## src/rtl/mult_share_ctrl.sv

```systemverilog
// Round-robin sequencer that shares one start/finish multiplier among N_REQ requesters,
// returning each product with the requester's index and a watchdog error flag.
module mult_share_ctrl #(
  parameter int N_REQ   = 4,
  parameter int WIDTH   = 4,
  parameter int TIMEOUT = 63
) (
  input  logic                     clk,
  input  logic                     reset_n,
  input  logic [N_REQ-1:0]         req,
  input  logic [N_REQ*WIDTH-1:0]   req_a,
  input  logic [N_REQ*WIDTH-1:0]   req_b,
  output logic [N_REQ-1:0]         gnt,
  output logic                     rsp_valid,
  output logic [2:0]               rsp_id,
  output logic [2*WIDTH-1:0]       rsp_o,
  output logic                     rsp_err,
  output logic                     busy,
  output logic                     mul_start,
  output logic [WIDTH-1:0]         mul_a,
  output logic [WIDTH-1:0]         mul_b,
  input  logic [2*WIDTH-1:0]       mul_o,
  input  logic                     mul_finish
);

  localparam int PW = (N_REQ > 1) ? $clog2(N_REQ) : 1;

  typedef enum logic [1:0] {
    S_IDLE  = 2'd0,
    S_START = 2'd1,
    S_WAIT  = 2'd2,
    S_DONE  = 2'd3
  } state_t;

  state_t               state_r, state_s;
  logic [PW-1:0]        ptr_r, ptr_s;
  logic [PW-1:0]        id_r, id_s;
  logic [7:0]           timer_r, timer_s;
  logic                 seen_fin_r, seen_fin_s;
  logic [N_REQ-1:0]     gnt_r, gnt_s;
  logic                 rsp_valid_r, rsp_valid_s;
  logic [2:0]           rsp_id_r, rsp_id_s;
  logic [2*WIDTH-1:0]   rsp_o_r, rsp_o_s;
  logic                 rsp_err_r, rsp_err_s;
  logic                 busy_r, busy_s;
  logic                 mul_start_r, mul_start_s;
  logic [WIDTH-1:0]     mul_a_r, mul_a_s;
  logic [WIDTH-1:0]     mul_b_r, mul_b_s;
  logic                 found_s;
  int                   win_idx_s;
  logic                 timeout_s;

  // Round-robin winner: first set req bit at or above ptr, wrapping around.
  always_comb begin
    found_s   = 1'b0;
    win_idx_s = 0;
    for (int k = 0; k < N_REQ; k++) begin
      if (!found_s && req[(int'(ptr_r) + k) % N_REQ]) begin
        found_s   = 1'b1;
        win_idx_s = (int'(ptr_r) + k) % N_REQ;
      end else begin
        found_s   = found_s;
      end
    end
  end

  // Timer counts completed WAIT cycles; expiry when this cycle would reach TIMEOUT.
  assign timeout_s = (({1'b0, timer_r} + 9'd1) >= 9'(TIMEOUT));

  // Next-state and next-output logic.
  always_comb begin
    state_s     = state_r;
    ptr_s       = ptr_r;
    id_s        = id_r;
    timer_s     = timer_r;
    seen_fin_s  = seen_fin_r;
    gnt_s       = {N_REQ{1'b0}};
    mul_start_s = 1'b0;
    rsp_valid_s = 1'b0;
    rsp_id_s    = rsp_id_r;
    rsp_o_s     = rsp_o_r;
    rsp_err_s   = rsp_err_r;
    mul_a_s     = mul_a_r;
    mul_b_s     = mul_b_r;
    case (state_r)
      S_IDLE: begin
        if (found_s) begin
          mul_a_s            = req_a[win_idx_s*WIDTH +: WIDTH];
          mul_b_s            = req_b[win_idx_s*WIDTH +: WIDTH];
          id_s               = PW'(win_idx_s);
          gnt_s[win_idx_s]   = 1'b1;
          ptr_s              = PW'((win_idx_s + 1) % N_REQ);
          state_s            = S_START;
        end else begin
          state_s = S_IDLE;
        end
      end
      S_START: begin
        mul_start_s = 1'b1;
        timer_s     = 8'd0;
        seen_fin_s  = 1'b0;
        state_s     = S_WAIT;
      end
      S_WAIT: begin
        timer_s = timer_r + 8'd1;
        // Product is registered by the multiplier as Finish drops, so capture on the fall.
        if (seen_fin_r && !mul_finish) begin
          rsp_o_s   = mul_o;
          rsp_err_s = 1'b0;
          state_s   = S_DONE;
        end else if (timeout_s) begin
          rsp_o_s   = {(2*WIDTH){1'b0}};
          rsp_err_s = 1'b1;
          state_s   = S_DONE;
        end else if (mul_finish) begin
          seen_fin_s = 1'b1;
        end else begin
          seen_fin_s = seen_fin_r;
        end
      end
      S_DONE: begin
        rsp_valid_s = 1'b1;
        rsp_id_s    = 3'(id_r);
        state_s     = S_IDLE;
      end
      default: begin
        state_s = S_IDLE;
      end
    endcase
    busy_s = (state_s != S_IDLE);
  end

  // State and registered outputs; reset abandons any operation in flight.
  always_ff @(posedge clk or negedge reset_n) begin
    if (!reset_n) begin
      state_r     <= S_IDLE;
      ptr_r       <= {PW{1'b0}};
      id_r        <= {PW{1'b0}};
      timer_r     <= 8'd0;
      seen_fin_r  <= 1'b0;
      gnt_r       <= {N_REQ{1'b0}};
      rsp_valid_r <= 1'b0;
      rsp_id_r    <= 3'd0;
      rsp_o_r     <= {(2*WIDTH){1'b0}};
      rsp_err_r   <= 1'b0;
      busy_r      <= 1'b0;
      mul_start_r <= 1'b0;
      mul_a_r     <= {WIDTH{1'b0}};
      mul_b_r     <= {WIDTH{1'b0}};
    end else begin
      state_r     <= state_s;
      ptr_r       <= ptr_s;
      id_r        <= id_s;
      timer_r     <= timer_s;
      seen_fin_r  <= seen_fin_s;
      gnt_r       <= gnt_s;
      rsp_valid_r <= rsp_valid_s;
      rsp_id_r    <= rsp_id_s;
      rsp_o_r     <= rsp_o_s;
      rsp_err_r   <= rsp_err_s;
      busy_r      <= busy_s;
      mul_start_r <= mul_start_s;
      mul_a_r     <= mul_a_s;
      mul_b_r     <= mul_b_s;
    end
  end

  assign gnt       = gnt_r;
  assign rsp_valid = rsp_valid_r;
  assign rsp_id    = rsp_id_r;
  assign rsp_o     = rsp_o_r;
  assign rsp_err   = rsp_err_r;
  assign busy      = busy_r;
  assign mul_start = mul_start_r;
  assign mul_a     = mul_a_r;
  assign mul_b     = mul_b_r;

endmodule

```

## config.mk

```make
export PLATFORM = sky130hd
export DESIGN_NAME = mult_share_ctrl
export DESIGN_NICKNAME = d
export VERILOG_FILES = /design/src/rtl/mult_share_ctrl.sv
export SDC_FILE = /design/constraint.sdc
export NUM_CORES = 1
export LEC_CHECK = 0
export ABC_AREA = 1
export CORE_AREA = 2 2 108 58
export DETAILED_ROUTE_END_ITERATION = 6
export DIE_AREA = 0 0 110 60
export GPL_TIMING_DRIVEN = 0
export HOLD_SLACK_MARGIN = 0.12
export PLACE_DENSITY = 0.8
export SLEW_MARGIN = 10
export SYNTH_ARGS = -nofsm -noshare
export SYNTH_HDL_FRONTEND = slang
export SYNTH_SLANG_ARGS = --single-unit
```

## constraint.sdc

```tcl
create_clock -name clk -period 2.29 [get_ports clk]
set_clock_uncertainty 0.15 [all_clocks]
set_input_delay 0.687 -clock clk [delete_from_list [all_inputs] [get_ports clk]]
set_output_delay 0.687 -clock clk [all_outputs]
set_load 0.02 [all_outputs]
```

---- After elaboration in Yosys (flattened, before gate mapping) ----
Index checks and enable logic that the tools add are counted.
operators by class
  eq/ne operators ......................... 6
  mux-type cells .......................... 38
  shift operators ......................... 2
  reduce and logical (&&, ||, !) cells .... 19
  add/sub/neg operators ................... 6
  bitwise operators ....................... 3
  magnitude comparators ................... 7
operators with widths
  cell                                                                                  number
  32-bit two-way mux                                                                    3
  16-bit by 32-bit indexed part select with 4-bit output                                2
  32-bit by 1-bit greater-or-equal comparator with 1-bit output, second input constant  1
  32-bit by 4-bit less-than comparator with 1-bit output, second input constant         1
  1-bit two-way mux                                                                     20
  8-bit two-way mux                                                                     2
  8-bit one-hot mux with 2 select lines                                                 1
  3-bit by 4-bit less-than comparator with 1-bit output, second input constant          3
  8-bit by 1-bit adder with 9-bit output, second input constant                         1
  9-bit by 6-bit greater-or-equal comparator with 1-bit output, second input constant   1
  8-bit by 1-bit adder with 8-bit output, second input constant                         1
  1-bit binary-select mux with 2-bit select                                             4
  4-bit two-way mux                                                                     2
  2-bit one-hot mux with 4 select lines                                                 1
  2-bit adder, second input constant                                                    3
  2-bit two-way mux                                                                     3
  2-bit inequality test, second input constant                                          3
  2-bit nonzero test                                                                    3
  2-bit OR reduction                                                                    3
  1-bit logical AND                                                                     5
  2-bit == test, second input constant                                                  2
  1-bit logical NOT                                                                     4
  2-bit AND reduction                                                                   2
  4-bit AND reduction                                                                   1
  7 further kinds                                                                       9
word-level totals
  output and inout port bits .............. 27
  bits in registers ....................... 41
  logic and storage cells ................. 95
  input bits .............................. 47

---- Longest topological paths before layout ----
Gate-level depths: netlist of run 1.
  depth after elaboration ................. 20
  depth in mapped cells ................... 15
  gate-level depth less buffers ........... 14

---- Worst setup path after synthesis of run 1 ----
No wires, ideal clock.
  path type ............................... input to register
  start point ............................. in req[3]
  end point ............................... reg ptr_r[1]
  library setup time ...................... 83 ps
  stages .................................. 11
  path buffers ............................ 1
  slack ................................... 142 ps
  data arrival time ....................... 1915 ps
  data required time ...................... 2057 ps
  path through ............................ inv_1 -> nand2_1 -> nand3_2 -> nand2_4 -> nor2_8 -> nand3_4 -> nand2_4 -> nand2_4 -> buf_4 -> ha_1 -> o21ai_0
between the ends
  longest elaborated chain between the ends .. 13
  elaborated cells between the ends (all ways) .. 27
  those cells by class .................... add/sub (1); mux (19); reduce/logical (7)
RTL lines
  what                                                            line  text
  start: declaration                                              10    input logic [N_REQ-1:0] req,
  1-bit binary-select mux with 2-bit select                       58    if (!found_s && req[(int'(ptr_r) + k) % N_REQ]) begin
  1-bit two-way mux (implied by the code)                         58
  1-bit two-way mux                                               58
  1-bit logical NOT                                               58
  1-bit logical AND                                               58
  1-bit two-way mux                                               58
  1-bit logical NOT                                               58
  1-bit logical AND                                               58
  1-bit two-way mux                                               58
  1-bit logical NOT                                               58
  1-bit logical AND                                               58
  32-bit two-way mux / 1-bit two-way mux (equally long branches)  58
  2-bit adder / 2-bit AND reduction (equally long branches)       -
  end signal: assignment                                          137   ptr_r <= {PW{1'b0}};
  end signal: assignment                                          152   ptr_r <= ptr_s;
  end: declaration                                                36    logic [PW-1:0] ptr_r, ptr_s;
Parallel ways exist; a longest one is shown, timed or not. The select of a mux whose other input is x is not followed.
A chain may end at the register's enable or synchronous reset.

---- Worst setup path in the final report of run 1 ----
  start point ............................. in req[0]
  end point ............................... reg mul_a_r[1], in the netlist mul_a[1]
between the ends
  longest elaborated chain between the ends .. 13
  elaborated cells between the ends (all ways) .. 27
  those cells by class .................... shift (1); mux (19); reduce/logical (7)
RTL lines
  what                                                                                                  line  text
  1-bit binary-select mux with 2-bit select                                                             58
  1-bit two-way mux (implied by the code)                                                               58
  1-bit two-way mux                                                                                     58
  1-bit logical NOT                                                                                     58
  1-bit logical AND                                                                                     58
  1-bit two-way mux                                                                                     58
  1-bit logical NOT                                                                                     58
  1-bit logical AND                                                                                     58
  1-bit two-way mux                                                                                     58
  1-bit logical NOT                                                                                     58
  1-bit logical AND                                                                                     58
  32-bit two-way mux / 1-bit two-way mux (equally long branches)                                        58
  16-bit by 32-bit indexed part select with 4-bit output / 2-bit AND reduction (equally long branches)  -
  end signal: assignment                                                                                148   mul_a_r <= {WIDTH{1'b0}};
  end signal: assignment                                                                                163   mul_a_r <= mul_a_s;
  end: declaration                                                                                      47    logic [WIDTH-1:0] mul_a_r, mul_a_s;
Parallel ways exist; a longest one is shown, timed or not. The select of a mux whose other input is x is not followed.

==> results.sh, run 1 <==
export IMPL_start_util_pct=43.2
export IMPL_layout_min_cycle_time_ns=2.16
export IMPL_clock_latency_ns=0.29
export IMPL_path_depth=13
export IMPL_core_area_sq_mm=0.00573
export IMPL_status="finished clean"
export IMPL_antenna_left=0
export IMPL_wl_per_cell_microns=12.6
export IMPL_rsz0062_at_grt="false"
export IMPL_combPwrFrac_pct=67.4
export IMPL_fin_cells=495
export IMPL_synthTopCellsByArea="dfrtp_1 (41%), nand2_1 (17%), inv_1 (7.3%)"
export IMPL_cts_max_level=2
export IMPL_crit_arrival_ns=2.20
export IMPL_register_area_sq_mm=0.00103
export IMPL_routed_wirelength_microns=6230
export IMPL_switching_share_pct=47.5
export IMPL_first_global_vias=2222
export IMPL_dieArea_sq_mm=0.00660
export IMPL_hold_path_class="input pin to async pin"
export IMPL_worstPathMaxFanout=6
export IMPL_slowest_stage="dlygate4sd2_1"
export IMPL_antenna_found_initial=0
export IMPL_grt_pass1_wl_microns=10200
export IMPL_synth_top_cell_by_area="dfrtp_1"
export IMPL_fin_nets=474
export IMPL_netlist_cell_type_count=33
export IMPL_numClockSinks=41
export IMPL_synth_nets=388
export IMPL_cap_violations=0
export IMPL_cp_slowest_stage_delay_ns=0.24
export IMPL_ir_worst_vdd_v=0.000861
export IMPL_internal_power_mw=2.76
export IMPL_reg2reg_depth=13
export IMPL_ios=74
export IMPL_synthCells=331
export IMPL_cpMostUsedCell="nand2_4"
export IMPL_syn_avg_cell_area_sq_um=7.48
export IMPL_syn_cell_area_sq_mm=0.00248
export IMPL_drc=0
export IMPL_diodes=0
export IMPL_vias=2380
export IMPL_p_clk_share_pct=9.9
export IMPL_multi_input_area_sq_mm=0.00122
export IMPL_cp_num_buf_inv=3
export IMPL_dp_cells=481
export IMPL_ys_ff_latch=41
export IMPL_yosysWarnings=0
export IMPL_final_cell_area_sq_mm=0.00350
export IMPL_power_frac_seq_pct=22.7
export IMPL_critPathCaptureType="register"
export IMPL_drive_above_1_share_pct=13.2
export IMPL_syn2layout_area_growth_pct=41.2
export IMPL_fin_crit_sh_pct=94.4
export IMPL_crit_path_cell_trace="dlygate4sd2_1 > inv_1 > nand2_2 > nand3_2 > nand2_4 > nor2_8 > nand3_4 > nand2_4 > nand2_4 > buf_4 > or2_0 > nand3_1 > nand3_1"
export IMPL_io_buffers=72
export IMPL_required_ns=2.33
export IMPL_critPathTopFamily="simple AND/OR/NAND/NOR gates"
export IMPL_cts_hold_buf=0
export IMPL_setup_viol=0
export IMPL_place_gp_congestion=0.906
export IMPL_final_max_slew_violation_count=0
export IMPL_grt_max_degree=26
export IMPL_num_rows=20
export IMPL_avgViaCountPerCell=4.81
export IMPL_tritoncts="yes"
export IMPL_ys_seq_area_share_pct=41.4
export IMPL_grt_usage_pct=20.5
export IMPL_fillCellCount=494
export IMPL_drt_iter0_markers=124
export IMPL_dpl_hpwl_microns=4750
export IMPL_numCtsBuffers=5
export IMPL_path_clk_slew_ns=0.08
export IMPL_clockRootBuffer="clkbuf_8"
export IMPL_power_leakage_nw=1.78
export IMPL_hold_viol_final=0
export IMPL_p_sw_mw=2.49
export IMPL_clock_path_buffers=2
export IMPL_dpl_cell_area_sq_mm=0.00331
export IMPL_crit_type="input pin to register"
export IMPL_drtPass1Iterations=4
export IMPL_pwr_density_cell_mw_per_mm2=1500
export IMPL_overflow=0
export IMPL_critPathLaunchType="input pin"
export IMPL_die_w_microns=110
export IMPL_synth_top_area_share_pct=41.4
export IMPL_fp_dieH_microns=60
export IMPL_max_freq_mhz=462
==> path summary, 6_finish.rpt <==
check	to	slack (ns)	startpoint
max in group asynchronous	mul_a[0]$_DFFE_PN0P_	1.38	reset_n
min reg2reg	rsp_o[4]$_DFFE_PN0P_	0.32	rsp_o[4]$_DFFE_PN0P_
max reg2reg	mul_a[1]$_DFFE_PN0P_	0.21	ptr_r[0]$_DFFE_PN0P_
min	ptr_r[1]$_DFFE_PN0P_	0.15	reset_n
min in group clk	rsp_o[4]$_DFFE_PN0P_	0.32	rsp_o[4]$_DFFE_PN0P_
max	mul_a[1]$_DFFE_PN0P_	0.13	req[0]
==> layout make-up <==
cell class | count | area share [%]
inverters | 53 | 5.76
plain buffers | 9 | 1.97
flip-flops and latches | 41 | 29.3
well taps | 77 | 2.75
multi-input cells | 228 | 34.8
clock buffers | 7 | 2.75
clock inverters | 1 | 0.143
repair buffers | 79 | 22.5
==> layout by cell type (no fill, tap or decap), types with 8 or more instances in the layout <==
cell             count
nand3_1             34
nor2_1              15
ha_1                10
nand2_1            108
o21ai_0              8
buf_4                9
clkdlybuf4s50_1     67
inv_1               46
dfrtp_1             41
==> sequential cells by signal, summed over array words and instances (netlist names) <==
name and count:
mul_b 4, gnt 4, busy 1, mul_start 1, ptr_r 2, timer_r 8
rsp_valid 1, rsp_err 1, id_r 2, mul_a 4, rsp_id 2, rsp_o 8
state_r 2, seen_fin_r 1
==> kinds of logic after synthesis <==
kind of cell / after synthesis / share of synthesized area (%)
and+or+nand+nor: 193 / 36.8
adders and majority gates: 10 / 5.05
other: 1 / 0.151
AOI/OAI and AO/OA: 19 / 4.34
muxes: 1 / 0.455
DFF: 41 / 41.4
xor gates and xnor gates: 4 / 1.41
buffers and inverters: 62 / 10.4
==> metrics by stage <==
step           TNS (ns)  utilization (%)  total power, mW  hold slack, ns  setup slack (ns)
2_1_floorplan         0                -             3.33           0.241             0.142
3_5_place_dp      -7.72             57.8             4.35           0.312            -0.520
4_1_cts               0             61.0             5.24           0.162             0.135
6_report              0             61.0             5.25           0.155             0.127
3_3_place_gp     -31.90             57.5             4.23           0.307            -0.617
5_1_grt               0             61.0             5.70           0.163           0.00584
==> power groups by stage <==
stage                     Sequential [mW]  Combinational, mW  Clock (mW)
final                                1.19               3.54       0.520
after global placement               1.20               3.03           0
after detailed placement             1.20               3.15           0
after floorplan                      1.43               1.90           0
after global routing                 1.22               3.90       0.571
after CTS                            1.20               3.52       0.529
==> per-layer routing <==
layer | vias to the layer above | track usage [%] | share of wire, %
li1 | 1190 | - | -
met1 | 1094 | 29.8 | 49
met2 | 88 | 29.4 | 42
met3 | 8 | 7.09 | 8.3
met4 | 0 | 4.52 | 0.99
met5 | - | 0 | 0
==> timing repair <==
item	4_1_cts	5_1_grt
pin swaps	8	0
setup endpoints to repair	17	5
buffers inserted	5	0
gates cloned	1	0
resized for setup	18	1
==> cell usage after synthesis <==
cell type and instances:
ha_1 10, conb_1 1, o21bai_1 2, buf_4 4, or2_2 3, clkinv_1 1, nand3_4 1, o21ai_0 9
nor2_2 1, nand2_2 4, nand3_2 2, buf_2 2, clkbuf_1 2, mux2_2 1, nand2_4 6, inv_2 4
nor3_1 2, buf_6 1, a21oi_1 4, nor2_8 1, a31oi_1 1, or2_0 1, o22ai_1 2, nand2_1 112
xnor2_1 1, inv_1 48, nand4_1 3, nand3b_1 6, o21ai_2 1, nand3_1 35, nor2_1 16, xor2_1 3
dfrtp_1 41
(Power assumes the default switching activity.)
==> run 2: changes to the inputs <==
--- a/config.mk
+++ b/config.mk
@@ -6,12 +6,13 @@
 export NUM_CORES = 1
 export LEC_CHECK = 0
 export ABC_AREA = 1
-export CORE_AREA = 2 2 108 58
+export CORE_AREA = 8 8 114 64
 export DETAILED_ROUTE_END_ITERATION = 6
-export DIE_AREA = 0 0 110 60
+export DIE_AREA = 0 0 122 72
 export GPL_TIMING_DRIVEN = 0
 export HOLD_SLACK_MARGIN = 0.12
 export PLACE_DENSITY = 0.8
+export RECOVER_POWER = 100
 export SLEW_MARGIN = 10
 export SYNTH_ARGS = -nofsm -noshare
 export SYNTH_HDL_FRONTEND = slang
==> run 2 against run 1 <==
Effect of this change:
- clock power rose by 16%
- total power rose by 6.3%
- largest cell class unchanged
- sequential share of layout area down 0.79 points
- critical endpoint is now mul_b[2]
- cell count increased by 0.61%
- non-clock buffer count is 3 higher
- core utilization is 1.8 points higher
- design area rose by 2.9%
- setup slack lost 0.027 ns
- highest routed layer unchanged
- register-to-register slack got worse by 0.05 ns
- combinational power grew 7.1%
==> results.sh, run 2 (synthesis gave the netlist of run 1 again) <==
export IMPL_status="finished clean"
export IMPL_tightest_slew_ns=0.682
export IMPL_fp_dieH_microns=72
export IMPL_first_global_vias=2306
export IMPL_core_area_sq_mm=0.00573
export IMPL_start_util_pct=43.2
export IMPL_required_ns=1.45
export IMPL_timing_hold_ws_ns=0.255
export IMPL_numCtsBuffers=5
export IMPL_grt_usage_pct=16.1
export IMPL_fin_cells=498
export IMPL_dieArea_sq_mm=0.00878
export IMPL_power_leakage_nw=1.85
export IMPL_pwr_density_cell_mw_per_mm2=1550
export IMPL_place_gp_congestion=0.873
export IMPL_cts_max_level=2
export IMPL_dp_cells=481
export IMPL_overflow=0
export IMPL_clock_latency_ns=0.29
export IMPL_fin_nets=477
export IMPL_postLayoutCoreUtil_pct=62.8
export IMPL_grt_max_degree=29
export IMPL_rsz0062_at_grt="false"
export IMPL_top_layer="met4"
export IMPL_drc=0
export IMPL_num_rows=20
export IMPL_crit_arrival_ns=1.35
export IMPL_diodes=0
export IMPL_cp_num_buf_inv=1
export IMPL_fillCellCount=496
export IMPL_wl_met3_microns=629
export IMPL_tritoncts="yes"
export IMPL_drt_iter0_markers=167
export IMPL_dr_wl_met2_microns=2910
export IMPL_avgViaCountPerCell=4.77
export IMPL_met1_length_microns=3180
export IMPL_path_depth=1
export IMPL_hold_viol_final=0
export IMPL_critPathTopFamily="buffers and inverters"
export IMPL_critPathCaptureType="output pin"
export IMPL_vias=2377
export IMPL_cp_slowest_stage_delay_ns=0.69
export IMPL_final_max_slew_violation_count=0
export IMPL_wl_per_cell_microns=13.5
export IMPL_grt_pass1_wl_microns=11300
export IMPL_final_cell_area_sq_mm=0.00360
export IMPL_layout_common_cells="nand2_1 (106), inv_1 (44), clkdlybuf4s50_1 (41)"
export IMPL_antenna_found_initial=0
export IMPL_max_freq_mhz=457
export IMPL_crit_type="register to output pin"
export IMPL_path_clk_slew_ns=0.08
export IMPL_reg2reg_depth=14
export IMPL_numClockSinks=41
export IMPL_drive_above_1_share_pct=15.2
export IMPL_worstPathMaxFanout=2
export IMPL_fin_crit_sh_pct=95.6
export IMPL_crit_path_cell_trace="dlygate4sd3_1"
export IMPL_io_buffers=72
export IMPL_cap_violations=0
export IMPL_clock_path_buffers=2
export IMPL_die_w_microns=122
export IMPL_clockRootBuffer="clkbuf_8"
export IMPL_setup_viol=0
export IMPL_multi_input_area_sq_mm=0.00128
export IMPL_routed_wirelength_microns=6740
export IMPL_cts_hold_buf=0
export IMPL_hold_path_class="input pin to async pin"
export IMPL_dpl_cell_area_sq_mm=0.00331
export IMPL_antenna_left=0
export IMPL_slowest_stage="dlygate4sd3_1"
export IMPL_ios=74
export IMPL_ir_worst_vdd_v=0.000863
export IMPL_register_area_sq_mm=0.00103
export IMPL_max_slew_margin_pct=54.5
export IMPL_layout_commonest_cell="nand2_1"
export IMPL_layout_min_cycle_time_ns=2.19
export IMPL_syn2layout_area_growth_pct=45.3
export IMPL_dpl_hpwl_microns=5110
export IMPL_critPathLaunchType="register"
export IMPL_drtPass1Iterations=4
run 2: cell type report:
type	instances	share of cell area, %
tap	77	2.68
inverter	53	5.74
multi-input combinational	228	35.5
clock buffer	7	2.40
clock inverter	1	0.834
sequential	41	28.5
buffer	9	1.81
timing repair buffer	82	22.5
run 2: report_power, final:
| group | internal [mW] | switching, mW |
|---|---|---|
| combinational | 1.57 | 2.22 |
| clock | 0.355 | 0.245 |
| sequential | 1.02 | 0.170 |
run 2: worst paths after layout:
| path | endpoint | startpoint | slack [ns] |
|---|---|---|---|
| setup / recovery | mul_b[2] | mul_b[2]$_DFFE_PN0P_ | 0.10 |
| hold / removal | rsp_o[4]$_DFFE_PN0P_ | reset_n | 0.25 |
| setup reg to reg | gnt[1]$_DFF_PN0_ | ptr_r[0]$_DFFE_PN0P_ | 0.16 |
| hold reg to reg | rsp_o[6]$_DFFE_PN0P_ | rsp_o[6]$_DFFE_PN0P_ | 0.32 |
| max in group asynchronous | ptr_r[1]$_DFFE_PN0P_ | reset_n | 0.59 |
| min in group clk | rsp_o[6]$_DFFE_PN0P_ | rsp_o[6]$_DFFE_PN0P_ | 0.32 |
run 2: routing by layer:
layer  track usage (%)  vias up
met1              22.2     1107
met3              6.43        4
met4              3.12        0
met2              23.2       68
li1                  -     1198
met5                 0        -
run 2: repair_timing:
item / in CTS / in global routing
endpoints found under the setup margin: 18 / 3
pin swaps: 13 / 1
resized for setup: 33 / 2
endpoints found under the hold margin: 0 / 0
setup buffers: 7 / 0
gates cloned: 2 / 0
run 2: per-stage QoR:
stage          power [mW]  TNS, ns  setup WS, ns
4_1_cts              5.64        0         0.126
3_3_place_gp         4.25   -32.48        -0.633
3_5_place_dp         4.35    -7.87        -0.544
6_report             5.58        0         0.101
2_1_floorplan        3.33        0         0.142
5_1_grt              6.02        0       0.00381
==> run 3: changes to the inputs <==
--- a/config.mk
+++ b/config.mk
@@ -13,6 +13,7 @@
 export HOLD_SLACK_MARGIN = 0.12
 export PLACE_DENSITY = 0.8
 export RECOVER_POWER = 100
+export SETUP_SLACK_MARGIN = 0.02
 export SLEW_MARGIN = 10
 export SYNTH_ARGS = -nofsm -noshare
 export SYNTH_HDL_FRONTEND = slang
==> run 3 against run 2 <==
Effect of this change:
- core utilization shrank 0.065 points
- sequential cell count unchanged
- maximum frequency rose by 0.40%
- hold slack hardly changed
- sequential share of layout area about the same
- setup slack improved by 0.0088 ns
- register-to-register slack is essentially flat
- critical path depth unchanged
- total power about the same
- largest cell class unchanged
- largest power group unchanged
- highest routed layer unchanged
==> results.sh, run 3 (synthesis gave the netlist of run 1 again) <==
export IMPL_fillCellCount=498
export IMPL_combPwrFrac_pct=67.9
export IMPL_die_w_microns=122
export IMPL_cts_hold_buf=0
export IMPL_max_slew_margin_pct=54.6
export IMPL_layout_min_cycle_time_ns=2.18
export IMPL_dp_cells=481
export IMPL_start_util_pct=43.2
export IMPL_r2r_start="ptr_r[0]$_DFFE_PN0P_"
export IMPL_crit_type="register to output pin"
export IMPL_overflow=0
export IMPL_ios=74
export IMPL_clockRootBuffer="clkbuf_8"
export IMPL_layout_commonest_cell="nand2_1"
export IMPL_io_buffers=72
export IMPL_status="finished clean"
export IMPL_place_gp_congestion=0.873
export IMPL_dpl_cell_area_sq_mm=0.00331
export IMPL_ir_worst_vdd_v=0.000865
export IMPL_critPathCaptureType="output pin"
export IMPL_internal_power_mw=2.96
export IMPL_switching_share_pct=47.1
export IMPL_power_frac_seq_pct=21.3
export IMPL_fin_crit_sh_pct=95.2
export IMPL_numCtsBuffers=5
export IMPL_required_ns=1.45
export IMPL_first_global_vias=2306
export IMPL_hold_path_class="input pin to async pin"
export IMPL_hold_viol_final=0
export IMPL_r2r_end="gnt[1]$_DFF_PN0_"
export IMPL_tightest_slew_ns=0.680
export IMPL_cts_max_level=2
export IMPL_drive_above_1_share_pct=15.4
export IMPL_final_cell_area_sq_mm=0.00360
export IMPL_antenna_left=0
export IMPL_p_clk_share_pct=10.7
export IMPL_num_rows=20
export IMPL_crit_arrival_ns=1.34
export IMPL_path_clk_slew_ns=0.08
export IMPL_grt_pass1_wl_microns=11300
export IMPL_dpl_hpwl_microns=5110
export IMPL_rrSetupSlack_ns=0.17
export IMPL_critPathTopFamily="buffers and inverters"
export IMPL_drc=0
export IMPL_dieArea_sq_mm=0.00878
export IMPL_reg2reg_depth=14
export IMPL_fin_nets=477
export IMPL_clock_path_buffers=2
export IMPL_tritoncts="yes"
export IMPL_worstPathMaxFanout=2
export IMPL_fin_cells=498
export IMPL_clock_latency_ns=0.29
export IMPL_setup_viol=0
export IMPL_crit_path_cell_trace="dlygate4sd3_1"
export IMPL_max_freq_mhz=459
export IMPL_cap_violations=0
export IMPL_grt_usage_pct=16.1
export IMPL_wl_per_cell_microns=13.5
export IMPL_drt_iter0_markers=163
export IMPL_critPathLaunchType="register"
export IMPL_avgViaCountPerCell=4.76
export IMPL_drtPass1Iterations=4
export IMPL_cp_slowest_stage_delay_ns=0.65
export IMPL_p_sw_mw=2.63
export IMPL_fp_dieH_microns=72
export IMPL_timing_hold_ws_ns=0.255
export IMPL_slowest_stage="dlygate4sd3_1"
export IMPL_layout_common_cells="nand2_1 (105), inv_1 (44), clkdlybuf4s50_1 (41)"
export IMPL_core_area_sq_mm=0.00573
export IMPL_power_leakage_nw=1.85
export IMPL_vias=2369
export IMPL_final_max_slew_violation_count=0
export IMPL_diodes=0
export IMPL_routed_wirelength_microns=6730
export IMPL_antenna_found_initial=0
export IMPL_cp_num_buf_inv=1
export IMPL_rsz0062_at_grt="true"
export IMPL_pwr_density_cell_mw_per_mm2=1550
export IMPL_syn2layout_area_growth_pct=45.2
export IMPL_numClockSinks=41
export IMPL_grt_max_degree=29
[run 3: repair_timing]
action,CTS,global route
cloned,2,0
pin swaps,13,2
endpoints found under the hold margin,0,0
gates resized for setup,33,3
setup buffers,7,0
endpoints found under the setup margin,18,5
[run 3: power by group through the flow]
stage / combinational [mW] / clock, mW / sequential (mW)
2_1_floorplan: 1.90 / 0 / 1.43
3_3_place_gp: 3.06 / 0 / 1.19
3_5_place_dp: 3.15 / 0 / 1.20
4_1_cts: 3.83 / 0.612 / 1.20
5_1_grt: 4.15 / 0.646 / 1.22
6_report: 3.79 / 0.600 / 1.19
[run 3: stage by stage]
step | util [%] | power (mW) | worst slack, ns | TNS [ns]
global route | 62.8 | 6.02 | 0.00971 | 0
CTS | 63.1 | 5.64 | 0.126 | 0
finish | 62.8 | 5.58 | 0.109 | 0
global placement | 57.5 | 4.25 | -0.633 | -32.48
floorplan | - | 3.33 | 0.142 | 0
detailed placement | 57.8 | 4.35 | -0.544 | -7.87
[run 3: final cells by class]
cell class	instances	area, sq um	share of cell area, %
multi-input combinational	228	1270	35.4
sequential	41	1030	28.6
timing repair buffer	82	811	22.5
inverter	53	204	5.67
tap	77	96.3	2.68
clock buffer	7	86.3	2.40
buffer	9	68.8	1.91
clock inverter	1	30.0	0.835
[run 3: routing by layer]
| metal | part of all wire, % | global-route usage (%) |
|---|---|---|
| met3 | 8.9 | 6.43 |
| met5 | 0 | 0 |
| met2 | 43 | 23.2 |
| met4 | 0.33 | 3.12 |
| met1 | 47 | 22.2 |
[run 3: how the worst max path moves through the flow]
stage | from | endpoint | slack [ns] | cells after the start
after CTS | req[0] | ptr_r[1]$_DFFE_PN0P_ | 0.13 | 12
after global routing | req[0] | mul_a[1]$_DFFE_PN0P_ | 0.01 | 13
after detailed placement | req[2] | ptr_r[1]$_DFFE_PN0P_ | -0.54 | 12
after floorplan | req[3] | ptr_r[1]$_DFFE_PN0P_ | 0.14 | 11
after global placement | reset_n | mul_a[1]$_DFFE_PN0P_ | -0.63 | 1
final | mul_a[1]$_DFFE_PN0P_ | mul_a[1] | 0.11 | 1
